[config.mk]
export PLATFORM = sky130hd
export DESIGN_NAME = bcd_time_counter
export DESIGN_NICKNAME = d
export VERILOG_FILES = /design/src/rtl/clock_pkg.sv /design/src/rtl/bcd_mod_digit_pair.sv /design/src/rtl/bcd_time_counter.sv
export SDC_FILE = /design/constraint.sdc
export NUM_CORES = 1
export LEC_CHECK = 0
export ABC_AREA = 1
export CAP_MARGIN = 10
export CORE_MARGIN = 2
export CORE_UTILIZATION = 58
export DETAILED_ROUTE_END_ITERATION = 6
export PLACE_DENSITY = 0.88
export SYNTH_ARGS = -nofsm -noshare
export SYNTH_HDL_FRONTEND = slang
export SYNTH_SLANG_ARGS = --single-unit
[constraint.sdc]
create_clock -name clk -period 5.08 [get_ports clk]
set_input_delay 0.762 -clock clk [delete_from_list [all_inputs] [get_ports clk]]
set_output_delay 0.762 -clock clk [all_outputs]
set_load 0.02 [all_outputs]
[src/rtl/clock_pkg.sv]
// rtl/clock_pkg.sv - shared BCD digit, hour-limit and field-offset definitions for the time counter
package clock_pkg;

    localparam int DIGIT_W      = 4;
    localparam int MAX_MIN_TENS = 5;
    localparam int MAX_SEC_TENS = 5;
    localparam int H24_MAX      = 23;
    localparam int H12_MIN      = 1;
    localparam int H12_MAX      = 12;

    // Bit offsets of each digit inside the packed {h1,h0,m1,m0,s1,s0} word
    localparam int OFF_S0 = 0;
    localparam int OFF_S1 = 4;
    localparam int OFF_M0 = 8;
    localparam int OFF_M1 = 12;
    localparam int OFF_H0 = 16;
    localparam int OFF_H1 = 20;

    typedef logic [DIGIT_W-1:0] bcd_digit_t;

    typedef struct packed {
        bcd_digit_t h1;
        bcd_digit_t h0;
        bcd_digit_t m1;
        bcd_digit_t m0;
        bcd_digit_t s1;
        bcd_digit_t s0;
    } bcd_time_t;

    // Binary value of a two-digit BCD field; only meaningful when both digits are <= 9
    function automatic logic [7:0] bcd_pair_to_bin(input bcd_digit_t tens, input bcd_digit_t units);
        return 8'(tens) * 8'd10 + 8'(units);
    endfunction

    // Plain BCD increment of a two-digit field with no wrap handling
    function automatic logic [7:0] bcd_pair_inc(input logic [7:0] v);
        if (v[3:0] == 4'd9) begin
            return {v[7:4] + 4'd1, 4'd0};
        end
        return {v[7:4], v[3:0] + 4'd1};
    endfunction

endpackage

[src/rtl/bcd_mod_digit_pair.sv]
// rtl/bcd_mod_digit_pair.sv - two-digit BCD modulo counter with synchronous load and wrap carry
module bcd_mod_digit_pair
    import clock_pkg::*;
#(
    parameter int MAX_TENS  = 5,
    parameter int MAX_UNITS = 9
) (
    input  logic                 i_clk,
    input  logic                 i_reset_n,
    input  logic                 i_inc,
    input  logic                 i_load,
    input  logic [2*DIGIT_W-1:0] i_ld_val,
    output logic [2*DIGIT_W-1:0] o_val,
    output logic                 o_carry
);

    localparam bcd_digit_t TENS_LIM  = bcd_digit_t'(MAX_TENS);
    localparam bcd_digit_t UNITS_LIM = bcd_digit_t'(MAX_UNITS);

    bcd_digit_t r_tens;
    bcd_digit_t r_units;
    logic       w_at_max;

    assign w_at_max = (r_tens == TENS_LIM) && (r_units == UNITS_LIM);
    // Carry is the increment that takes the pair from its wrap value back to 00
    assign o_carry  = i_inc && w_at_max;
    assign o_val    = {r_tens, r_units};

    // Load has priority over counting; counting wraps at the configured maximum
    always_ff @(posedge i_clk) begin
        if (!i_reset_n) begin
            r_tens  <= '0;
            r_units <= '0;
        end else if (i_load) begin
            r_tens  <= i_ld_val[2*DIGIT_W-1:DIGIT_W];
            r_units <= i_ld_val[DIGIT_W-1:0];
        end else if (i_inc) begin
            if (w_at_max) begin
                r_tens  <= '0;
                r_units <= '0;
            end else if (r_units == 4'd9) begin
                r_units <= '0;
                r_tens  <= r_tens + 4'd1;
            end else begin
                r_units <= r_units + 4'd1;
            end
        end
    end

endmodule

[src/rtl/bcd_time_counter.sv]
// rtl/bcd_time_counter.sv - BCD HH:MM[:SS] time counter with prescaler, 12/24h mode and validated load
module bcd_time_counter
    import clock_pkg::*;
#(
    parameter int HAS_SEC   = 1,
    parameter int HOUR_MODE = 24,
    parameter int TICK_DIV  = 1
) (
    input  logic        clk,
    input  logic        reset_,
    input  logic        tick,
    input  logic        en,
    input  logic        load,
    input  logic [23:0] ld_time,
    input  logic        ld_pm,
    output logic [23:0] time_bcd,
    output logic        pm,
    output logic        min_carry,
    output logic        day_carry,
    output logic        load_err
);

    generate
        if (HOUR_MODE != 24 && HOUR_MODE != 12) begin : g_bad_hour_mode
            $error("bcd_time_counter: HOUR_MODE must be 24 or 12");
        end
        if (TICK_DIV < 1 || TICK_DIV > 65535) begin : g_bad_tick_div
            $error("bcd_time_counter: TICK_DIV must be in 1..65535");
        end
    endgenerate

    localparam logic        IS_12H     = (HOUR_MODE == 12);
    localparam logic [15:0] PRESC_LAST = 16'(TICK_DIV - 1);
    localparam logic [7:0]  HOUR_RESET = IS_12H ? 8'h12 : 8'h00;

    bcd_time_t   w_ld;
    logic [7:0]  w_ld_hbin;
    logic        w_digits_ok;
    logic        w_hour_ok;
    logic        w_ld_ok;
    logic        w_do_load;
    logic        w_tick_en;
    logic        w_final;
    logic        w_adv;
    logic        w_min_inc;
    logic        w_hour_inc;
    logic [7:0]  w_sec;
    logic [7:0]  w_min;
    logic [7:0]  w_hour_next;
    logic        w_pm_next;
    logic        w_day_wrap;

    logic [15:0] r_presc;
    logic [7:0]  r_hour;
    logic        r_pm;
    logic        r_min_carry;
    logic        r_day_carry;
    logic        r_load_err;

    // Load validation: every digit decimal, tens of minutes/seconds <= 5, hours in range for the mode
    assign w_ld        = ld_time;
    assign w_ld_hbin   = bcd_pair_to_bin(w_ld.h1, w_ld.h0);
    assign w_digits_ok = (w_ld.h1 <= 4'd9) && (w_ld.h0 <= 4'd9)
                      && (w_ld.m1 <= 4'(MAX_MIN_TENS)) && (w_ld.m0 <= 4'd9)
                      && ((HAS_SEC == 0) || ((w_ld.s1 <= 4'(MAX_SEC_TENS)) && (w_ld.s0 <= 4'd9)));
    assign w_hour_ok   = IS_12H ? ((w_ld_hbin >= 8'(H12_MIN)) && (w_ld_hbin <= 8'(H12_MAX)))
                                : (w_ld_hbin <= 8'(H24_MAX));
    assign w_ld_ok     = w_digits_ok && w_hour_ok;
    assign w_do_load   = load && w_ld_ok;

    // A load in the same cycle as the final tick swallows that advance
    assign w_tick_en = tick && en;
    assign w_final   = w_tick_en && (r_presc == PRESC_LAST);
    assign w_adv     = w_final && !load;

    // Prescaler: counts enabled ticks, wraps on the final one, clears on a valid load
    always_ff @(posedge clk) begin
        if (!reset_) begin
            r_presc <= '0;
        end else if (w_do_load) begin
            r_presc <= '0;
        end else if (w_tick_en) begin
            r_presc <= w_final ? 16'd0 : r_presc + 16'd1;
        end
    end

    generate
        if (HAS_SEC != 0) begin : g_sec
            logic w_sec_carry;
            bcd_mod_digit_pair #(
                .MAX_TENS  (MAX_SEC_TENS),
                .MAX_UNITS (9)
            ) u_sec (
                .i_clk     (clk),
                .i_reset_n (reset_),
                .i_inc     (w_adv),
                .i_load    (w_do_load),
                .i_ld_val  (ld_time[OFF_S0 +: 2*DIGIT_W]),
                .o_val     (w_sec),
                .o_carry   (w_sec_carry)
            );
            assign w_min_inc = w_sec_carry;
        end else begin : g_no_sec
            assign w_sec     = '0;
            assign w_min_inc = w_adv;
        end
    endgenerate

    bcd_mod_digit_pair #(
        .MAX_TENS  (MAX_MIN_TENS),
        .MAX_UNITS (9)
    ) u_min (
        .i_clk     (clk),
        .i_reset_n (reset_),
        .i_inc     (w_min_inc),
        .i_load    (w_do_load),
        .i_ld_val  (ld_time[OFF_M0 +: 2*DIGIT_W]),
        .o_val     (w_min),
        .o_carry   (w_hour_inc)
    );

    // Next hour: 00..23 in 24h mode; 12,01..11 in 12h mode with pm toggling on 11 -> 12
    always_comb begin
        w_hour_next = r_hour;
        w_pm_next   = r_pm;
        w_day_wrap  = 1'b0;
        if (IS_12H) begin
            if (r_hour == 8'h12) begin
                w_hour_next = 8'h01;
            end else if (r_hour == 8'h11) begin
                w_hour_next = 8'h12;
                w_pm_next   = !r_pm;
                w_day_wrap  = r_pm;
            end else begin
                w_hour_next = bcd_pair_inc(r_hour);
            end
        end else begin
            if (r_hour == 8'h23) begin
                w_hour_next = 8'h00;
                w_day_wrap  = 1'b1;
            end else begin
                w_hour_next = bcd_pair_inc(r_hour);
            end
        end
    end

    // Hour and pm registers: reset, load, or advance on minute wrap
    always_ff @(posedge clk) begin
        if (!reset_) begin
            r_hour <= HOUR_RESET;
            r_pm   <= 1'b0;
        end else if (w_do_load) begin
            r_hour <= ld_time[OFF_H0 +: 2*DIGIT_W];
            r_pm   <= IS_12H ? ld_pm : 1'b0;
        end else if (w_hour_inc) begin
            r_hour <= w_hour_next;
            r_pm   <= w_pm_next;
        end
    end

    // Single-cycle event pulses; counting is already blocked by any load
    always_ff @(posedge clk) begin
        if (!reset_) begin
            r_min_carry <= 1'b0;
            r_day_carry <= 1'b0;
            r_load_err  <= 1'b0;
        end else begin
            r_min_carry <= w_min_inc;
            r_day_carry <= w_hour_inc && w_day_wrap;
            r_load_err  <= load && !w_ld_ok;
        end
    end

    assign time_bcd  = {r_hour, w_min, w_sec};
    assign pm        = r_pm;
    assign min_carry = r_min_carry;
    assign day_carry = r_day_carry;
    assign load_err  = r_load_err;

endmodule

[Yosys cells after proc, flatten, opt, wreduce, memory -nomap -nowiden]
Index checks and enable logic that the tools add are counted.
Operators by class
  $mul: 1
  multiplexer cells: 25
  equal/unequal tests: 6
  reductions and logical operators: 29
  $lt $le $gt $ge: 7
  add/sub/neg operators: 8
  bitwise logic cells: 1
Operators by type and width (number)
  $mux W4: 16
  $mux W8: 5
  $add A4 B1 Y4 const B: 6
  $add A16 B1 Y16 const B: 1
  $le A4 B4 Y1 const B: 4
  $logic_and A1 B1 Y1: 16
  $logic_not A16 Y1: 1
  $mux W16: 1
  $eq A4 B4 Y1 const B: 3
  $reduce_bool A3 Y1: 3
  $add A8 B4 Y8: 1
  $eq A4 B3 Y1 const B: 2
  $eq A8 B6 Y1 const B: 1
  $le A4 B3 Y1 const B: 2
  $le A8 B5 Y1 const B: 1
  $mul A4 B3 Y7 const B: 1
  $reduce_and A2 Y1: 3
  $reduce_bool A2 Y1: 3
  $mux W1: 3
  $logic_not A1 Y1: 2
  $reduce_or A2 Y1: 1
  $not A1 Y1: 1
Storage, ports and cells
  logic and storage cells: 87
  bits in registers: 43
  input bits: 30
  output and inout bits: 28

[Depth between registers and ports, before layout]
Gate-level depths: netlist (run 1).
  depth after elaboration: 9
  gate-level depth with buffers: 19
  mapped depth without buffers: 18

[Modules after synthesis]
Synthesis (run 1) repeated with hierarchy kept, for this count alone.
Second synthesis, totals
  cells, all modules: 476
  area, all modules: 3143.0 um^2
Modules (own cells, without submodules)
  bcd_time_counter: cells an instance 300, area an instance 1936.9 um^2, instances 1
  bcd_mod_digit_pair: cells an instance 88, area an instance 603.1 um^2, instances 2

[Least setup slack after synthesis (run 1)]
OpenSTA, ideal clock, no wires.
  path type: input-to-reg
  from: in ld_time[21]
  to: reg u_min.r_units[0]
  cell stages on the path: 16
  setup slack: 2.332 ns
  data required time: 4.971 ns
  arrival time: 2.639 ns
  cell sequence: ha_1 -> ha_1 -> inv_1 -> fa_1 -> inv_1 -> nand3_1 -> nand2_1 -> nand2_1 -> nand2_2 -> nor2_2 -> nand3_2 -> buf_2 -> nand3_1 -> nand3_1 -> nand2_1 -> inv_1
On the way
  longest elaborated chain between the ends: 8
  elaborated cells on any way between the ends: 12
  classes of those cells: add/sub (1); mul (1); order compare (2); mux (1); reduce/logical (7)
RTL lines
  start, declared: RTL line bcd_time_counter.sv:14  | input logic [23:0] ld_time,
  branches (longest 5 deep; another with $add A8 B4 Y8)
  $logic_and A1 B1 Y1 *: RTL line bcd_time_counter.sv:68  | assign w_ld_ok = w_digits_ok && w_hour_ok;
  $logic_and A1 B1 Y1 *: RTL line bcd_time_counter.sv:69  | assign w_do_load = load && w_ld_ok;
  $mux W4 / $reduce_bool A2 Y1 (equally long branches)
  end signal, assigned: RTL line bcd_mod_digit_pair.sv:36  | r_units <= i_ld_val[DIGIT_W-1:0];
  end signal, assigned: RTL line bcd_mod_digit_pair.sv:45  | r_units <= r_units + 4'd1;
  end, declared: RTL line bcd_mod_digit_pair.sv:21  | bcd_digit_t r_units;
Every way passes the cells marked *.
A chain may end at the register's enable or synchronous reset.

[Worst setup path in the final report (run 1)]
  from: in ld_time[23]
  to: reg r_presc[11]
On the way
  longest elaborated chain between the ends: 8
  elaborated cells on any way between the ends: 11
  classes of those cells: add/sub (1); mul (1); order compare (2); reduce/logical (7)
RTL lines
  branches (longest 5 deep; another with $add A8 B4 Y8)
  $logic_and A1 B1 Y1 *: RTL line bcd_time_counter.sv:68
  $logic_and A1 B1 Y1 *: RTL line bcd_time_counter.sv:69
  $reduce_or A2 Y1 (no line) *
  end signal, assigned: RTL line bcd_time_counter.sv:83  | r_presc <= w_final ? 16'd0 : r_presc + 16'd1;
  end, declared: RTL line bcd_time_counter.sv:53  | logic [15:0] r_presc;
Marked as above.

==> results of run 1 <==
power groups by stage:
stage          Sequential [uW]  Clock (uW)  Combinational (uW)
3_3_place_gp               350           0                 109
4_1_cts                    342         279                 113
6_report                   342         273                 113
2_1_floorplan              351           0                68.9
3_5_place_dp               350           0                 112
5_1_grt                    342         292                 127
worst max-delay path by stage:
stage	to	cells after the start	slack, ns	start
after detailed placement	r_presc[11]$_SDFFE_PP0P_	16	1.06	ld_time[23]
after floorplan	u_min.r_units[0]$_SDFFE_PN0P_	16	2.33	ld_time[21]
after global placement	r_presc[11]$_SDFFE_PP0P_	16	1.12	ld_time[23]
final	r_presc[11]$_SDFFE_PP0P_	16	1.36	ld_time[23]
after CTS	r_presc[11]$_SDFFE_PP0P_	16	1.40	ld_time[23]
after global routing	r_presc[14]$_SDFFE_PP0P_	17	1.05	ld_time[23]
cells by family after synthesis:
logic type	synth area share
AOI/OAI and AO/OA	0.0557
adders and majority gates	0.0858
buffers and inverters	0.103
other	0.00116
xor gates and xnor gates	0.0379
DFF	0.266
and+or+nand+nor	0.450
synthesized netlist by cell type (all sizes together):
cell and count:
nand4 19, and3 2, nor3 12, nand2 122
clkbuf 2, a31o 1, nor4 3, buf 9
xnor2 3, xor2 11, or2 7, nand3 57
inv 71, o31ai 2, nor2 85, conb 1
a21oi 8, dfxtp 43, ha 19, nand3b 4
a211oi 2, fa 2, nor3b 3, o21ai 18
layer usage:
metal | routed length, um | up-vias | part of all wire | track usage
li1 | - | 1724 | - | -
met1 | 3410 | 1547 | 0.44 | 0.326
met2 | 3830 | 95 | 0.49 | 0.450
met3 | 372 | 13 | 0.048 | 0.0511
met4 | 133 | 0 | 0.017 | 0.114
met5 | 0 | - | 0 | 0
placed cells by master, fill, tap and decap left out, types with 3 or more instances in the layout:
cell             instances
nand4_1                 19
nand3_1                 54
nor2_1                  77
nor2_2                   4
nand2_2                  4
ha_1                    19
dfxtp_1                 43
nor3b_1                  3
o21ai_2                  3
xor2_1                  11
nor3_1                  10
or2_2                    5
nand3b_1                 4
a21oi_1                  8
xnor2_1                  3
inv_1                   69
clkbuf_8                 5
nand2_1                118
nor2_4                   4
clkdlybuf4s50_1         55
o21ai_0                 14
registers in the layout, indices dropped and copies added, names as in the netlist:
register             flops
r_presc                 16
r_hour                   8
g_sec.u_sec.r_tens       4
g_sec.u_sec.r_units      4
u_min.r_tens             4
u_min.r_units            4
day_carry                1
load_err                 1
min_carry                1
critical path, stage by stage:
cell             delay [ns]
clkdlybuf4s50_1        0.52
ha_1                   0.33
ha_1                   0.15
inv_1                  0.05
fa_1                   0.40
nand2_1                0.10
nand2_1                0.09
inv_1                  0.06
nand2_1                0.04
nand2_1                0.07
nand2_2                0.09
nor2_4                 0.27
nand3_4                0.34
nand2_2                0.39
inv_1                  0.06
and3_1                 0.18
layout make-up:
class | count | area [sq um]
clock inverter | 3 | 43.8
inverter | 71 | 267
multi-input combinational | 381 | 2040
tap | 72 | 90.1
timing repair buffer | 55 | 551
fill | 460 | 1520
clock buffer | 5 | 68.8
sequential | 43 | 861
per-stage QoR:
| step | setup WS, ns | std cells |
|---|---|---|
| global route | 1.05 | 630 |
| finish | 1.36 | 630 |
| floorplan | 2.33 | 506 |
| detailed placement | 1.06 | 622 |
| global placement | 1.12 | 622 |
| CTS | 1.40 | 630 |
==> metrics, run 1 <==
Starting DRT DRC Count 217; Slew Limit Fails 0; first-pass GRT wire length between 10 and 15 mm; clock latency on the worst-skew pair roughly 0.31 ns; worst min path class flip-flop to flip-flop; Sw Share 0.269; GRT Residual Overflow 0; number of antenna violations at the first check in global routing 0; max_cap viols 0; Routed Antenna Nets 0; r2r setup slk around 3 ns; Synth Net Count about 560; crit path launch type input port; mean number of vias per cell between 5 and 6; Final TNS setup 0 ns; Cells after Synth 506; Ant. Diodes 0; die area ~6200 sq um; H-Tree Depth 2; Internal 533 uW; Hold-fix buffers, CTS 0; Area contributors post-synth dfxtp_1 27%, nand2_1 14%, nor2_1 8.9%; Num CTS Buffers 5; via count 3,379; Final period util 0.732; Design Power between 700 and 800 uW; area grow syn2layout 21.2%; VDD IR max between 0.15 and 0.2 mV; GP Congestion roughly 0.92; DRC viols 0; Reg2Reg Launch Point g_sec.u_sec.r_units[0]$_SDFFE_PN0P_; hold_sp r_presc[15]$_SDFFE_PP0P_; Mapped Avg Cell Area roughly 6.4 sq um; Worst Hold Depth 2; RSZ-0062 raised after global routing no; number of setup violations in the final report 0; PD cells between 150 and 200 nW/um^2; DR WL/cell around 12 um; Core Area between 5000 and 6000 sq um; Reg2Reg Capture Point u_min.r_tens[3]$_SDFFE_PN0P_; combinational fraction of design power 0.156; final core utilization 0.721; largest net degree at the start of global routing 29; outcome completed; final net count between 600 and 700; Clk network pwr share 0.375; Placed Area 3810 sq um; Worst-path clk slew 0.08 ns; sequential power share 0.470; num ports 58; worst path required time between 5 and 6 ns; drt total wl a little under 8 mm; synth unique cells 38; switching pwr 196 uW; Longest Clk Path Bufs 2; Crit Path Class input port to flip-flop; LEAKAGE between 0.0015 and 0.002 uW; Final Instance Area about 4000 sq um; clk sinks 43; Worst Hold End r_presc[15]$_SDFFE_PP0P_; Reg2Reg Depth 7; CP max FO 28; total track usage 0.265; largest area contributor in the netlist dfxtp_1; PortBufs 55; synth warn 0; Initial DRT Pass Iterations 4; Seq/Total Area, Yosys 0.266; Root Buffer clkbuf_8; slew of the pin with the lowest slew margin around 0.92 ns; Rows 27; vias in the first global route ~3.1k; CTS resizes 0; slew margin rel. 0.384; Fin. Hold Viols 0; die width ~79 um; setup bufs post-CTS 0; top cell type's share of synthesized area 0.266; dpl hpwl 5.80 mm; Die Span Y slightly below 80 um; Clock Skews about 0.0042 ns; FMAX 0.269 GHz; Crit. End Element flip-flop; Starting Density 0.595; hold slack around 0.52 ns; CTS tree done; min Tclk post-route ~3.7 ns; Syn Std Cell Area 3240 sq um; #FFs+latches synth 43; crit path DAT 3.93 ns; fraction of layout cells with a size suffix above 1 0.0663
Note: power is estimated with default switching activity, not from simulation.
==> inputs of run 2 (changes only) <==
- CORE_UTILIZATION: 58 -> 48
- PLACE_DENSITY: 0.88 -> 0.78
- clock period: 5.08 -> 3.1 ns (I/O delays scaled with it)
==> metrics, run 2 (same netlist as run 1, synthesis figures left out) <==
Multi-input gate area 2040 sq um (unchanged); critical path's slowest cell clkdlybuf4s50_1; Reg2Reg Depth 8 (+1); VDD IR max 0.183 mV (-5.7%); slew margin rel. 0.578 (+0.193); register area 861 sq um (unchanged); number of antenna violations at the first check in global routing 0 (unchanged); Fin. Hold Viols 0 (unchanged); Longest Clk Path Bufs 2 (unchanged); final net count 620 (+2.0%); Worst Hold Depth 2 (unchanged); commonest non-fill, non-tap cells in the layout 118 x nand2_1, 77 x nor2_1, 69 x inv_1; die area 7420 sq um (+20%); sequence of cells on the critical path clkdlybuf4s50_1 -> ha_1 -> ha_1 -> inv_1 -> fa_1 -> inv_1 -> nand2_1 -> nand2_1 -> inv_1 -> nand2_1 -> nand2_1 -> nand2_2 -> nor2_2 -> nand3_2 -> buf_4 -> o21ai_2 -> o21ai_0 -> nor2_1; Root Buffer clkbuf_8; Reg2Reg Capture Point u_min.r_tens[1]$_SDFFE_PN0P_; Final period util 0.901; vias in the first global route 3,256 (+3.4%); CP peak stage delay 0.43 ns (-0.09 ns); CP top delay family adder cells; CTS tree done; worst min path class flip-flop to flip-flop; Ant. Diodes 0 (unchanged); Crit Path Class input port to flip-flop; Starting DRT DRC Count 139 (-36%); Crit. End Element flip-flop; Final TNS setup 0 ns (unchanged); via count 3,318 (-1.8%); Rows 29 (+7.4%); die width 86.1 um (+9.4%); r2r setup slk 1.05 ns (-1.96 ns); num ports 58 (unchanged); first-pass GRT wire length 13.8 mm (+3.9%); hold slack 0.515 ns (-0.000831 ns); setup bufs post-CTS 0 (unchanged); clk sinks 43 (unchanged); Starting Density 0.504 (-0.0911); fraction of layout cells with a size suffix above 1 0.0842 (+0.0179); LEAKAGE 0.00180 uW (+2.6%); max_cap viols 0 (unchanged); GRT Residual Overflow 0 (unchanged); min Tclk post-route around 2.8 ns; DRC viols 0 (unchanged); Clock Skews 0.00292 ns (-0.00131 ns); crit path launch type input port; PnR worst setup slack 0.307 ns (-1.05 ns); Routed Antenna Nets 0 (unchanged); mean number of vias per cell 5.13 (-4.4%); crit path DAT 2.99 ns (-0.94 ns); RSZ-0062 raised after global routing no; largest net degree at the start of global routing 18 (-38%); PD cells 277 nW/um^2 (+49%); Reg2Reg Launch Point g_sec.u_sec.r_units[0]$_SDFFE_PN0P_; PortBufs 55 (unchanged); Initial DRT Pass Iterations 4 (unchanged); Reg with most FFs r_presc; DR WL/cell 12.1 um (-1.6%); Die Span Y 86.1 um (+9.4%); hold_sp r_presc[15]$_SDFFE_PP0P_; CTS resizes 0 (unchanged); Slew Limit Fails 0 (unchanged); H-Tree Depth 2 (unchanged); area grow syn2layout 23.7%; Hold-fix buffers, CTS 0 (unchanged); outcome completed; CP max FO 12 (-57%); Worst-path clk slew 0.08 ns (about the same); most common cell after layout, fill and taps aside nand2_1; drt total wl 7.83 mm (+1.0%); dpl ws -0.0308 ns (-1.09 ns); top flop regs r_presc: 16 flops, r_hour: 8 flops; dpl hpwl 6.05 mm (+4.4%); GP Congestion 0.900 (-1.9%); CP dominant cell by count nand2_1; clock latency on the worst-skew pair 0.30 ns (about the same); total track usage 0.226 (-0.0389); Layout fillers 582 (+27%); slew of the pin with the lowest slew margin 0.631 ns (-0.289 ns); number of setup violations in the final report 0 (unchanged); Core Area 6420 sq um (+18%); Num CTS Buffers 5 (unchanged); Buf/Inv on CP 5 (+1); worst path required time 3.30 ns (-1.99 ns); FMAX between 0.3 and 0.4 GHz; number of flip-flops in the largest register 16 (unchanged); Worst Hold End r_presc[15]$_SDFFE_PP0P_
-- run 2: metrics by stage --
stage	instance area, sq um	total power [uW]	utilization	cells
after floorplan	3240	688	-	506
final	4000	1110	0.623	647
after global routing	4000	1170	0.623	647
after detailed placement	3920	767	0.610	639
after global placement	3920	762	0.610	639
after CTS	4000	1120	0.623	647
-- run 2: worst min-delay path: cells and delay by family (launching register included) --
kind / cells / cell delay (ns)
AOI/OAI and AO/OA: 1 / 0.06
DFF: 1 / 0.34
and+or+nand+nor: 1 / 0.07
-- run 2: report_power, final --
group / internal, uW / leakage, uW / switching (uW) / total, uW
logic: 84.7 / 0.00141 / 109 / 194
registers: 555 / 0.000347 / 5.12 / 561
clock network: 158 / 0.0000412 / 198 / 355
total: 798 / 0.00180 / 312 / 1110
-- run 2: layout make-up --
type                    count  share of cell area
multi-input cells         381               0.510
flip-flops and latches     43               0.215
repair buffers             67               0.163
inverters                  71              0.0666
well taps                  77              0.0241
clock buffers               6              0.0181
clock inverters             2             0.00313
-- run 2: worst max-delay path by stage --
stage,startpoint,endpoint,slack [ns],depth (start not counted)
final,ld_time[23],u_min.r_tens[3]$_SDFFE_PN0P_,0.31,18
after global routing,ld_time[23],g_sec.u_sec.r_tens[3]$_SDFFE_PN0P_,0.06,18
after CTS,ld_time[23],g_sec.u_sec.r_tens[3]$_SDFFE_PN0P_,0.29,18
after detailed placement,ld_time[23],u_min.r_tens[3]$_SDFFE_PN0P_,-0.03,16
after global placement,ld_time[21],g_sec.u_sec.r_tens[3]$_SDFFE_PN0P_,0.05,16
after floorplan,ld_time[21],u_min.r_units[0]$_SDFFE_PN0P_,0.65,16
-- run 2: metal layers --
metal | up-vias | wire, um | global-route usage | part of all wire
li1 | 1742 | - | - | -
met1 | 1490 | 3580 | 0.281 | 0.46
met2 | 77 | 3830 | 0.390 | 0.49
met3 | 9 | 316 | 0.0395 | 0.040
met4 | 0 | 97 | 0.0808 | 0.012
met5 | - | 0 | 0 | 0
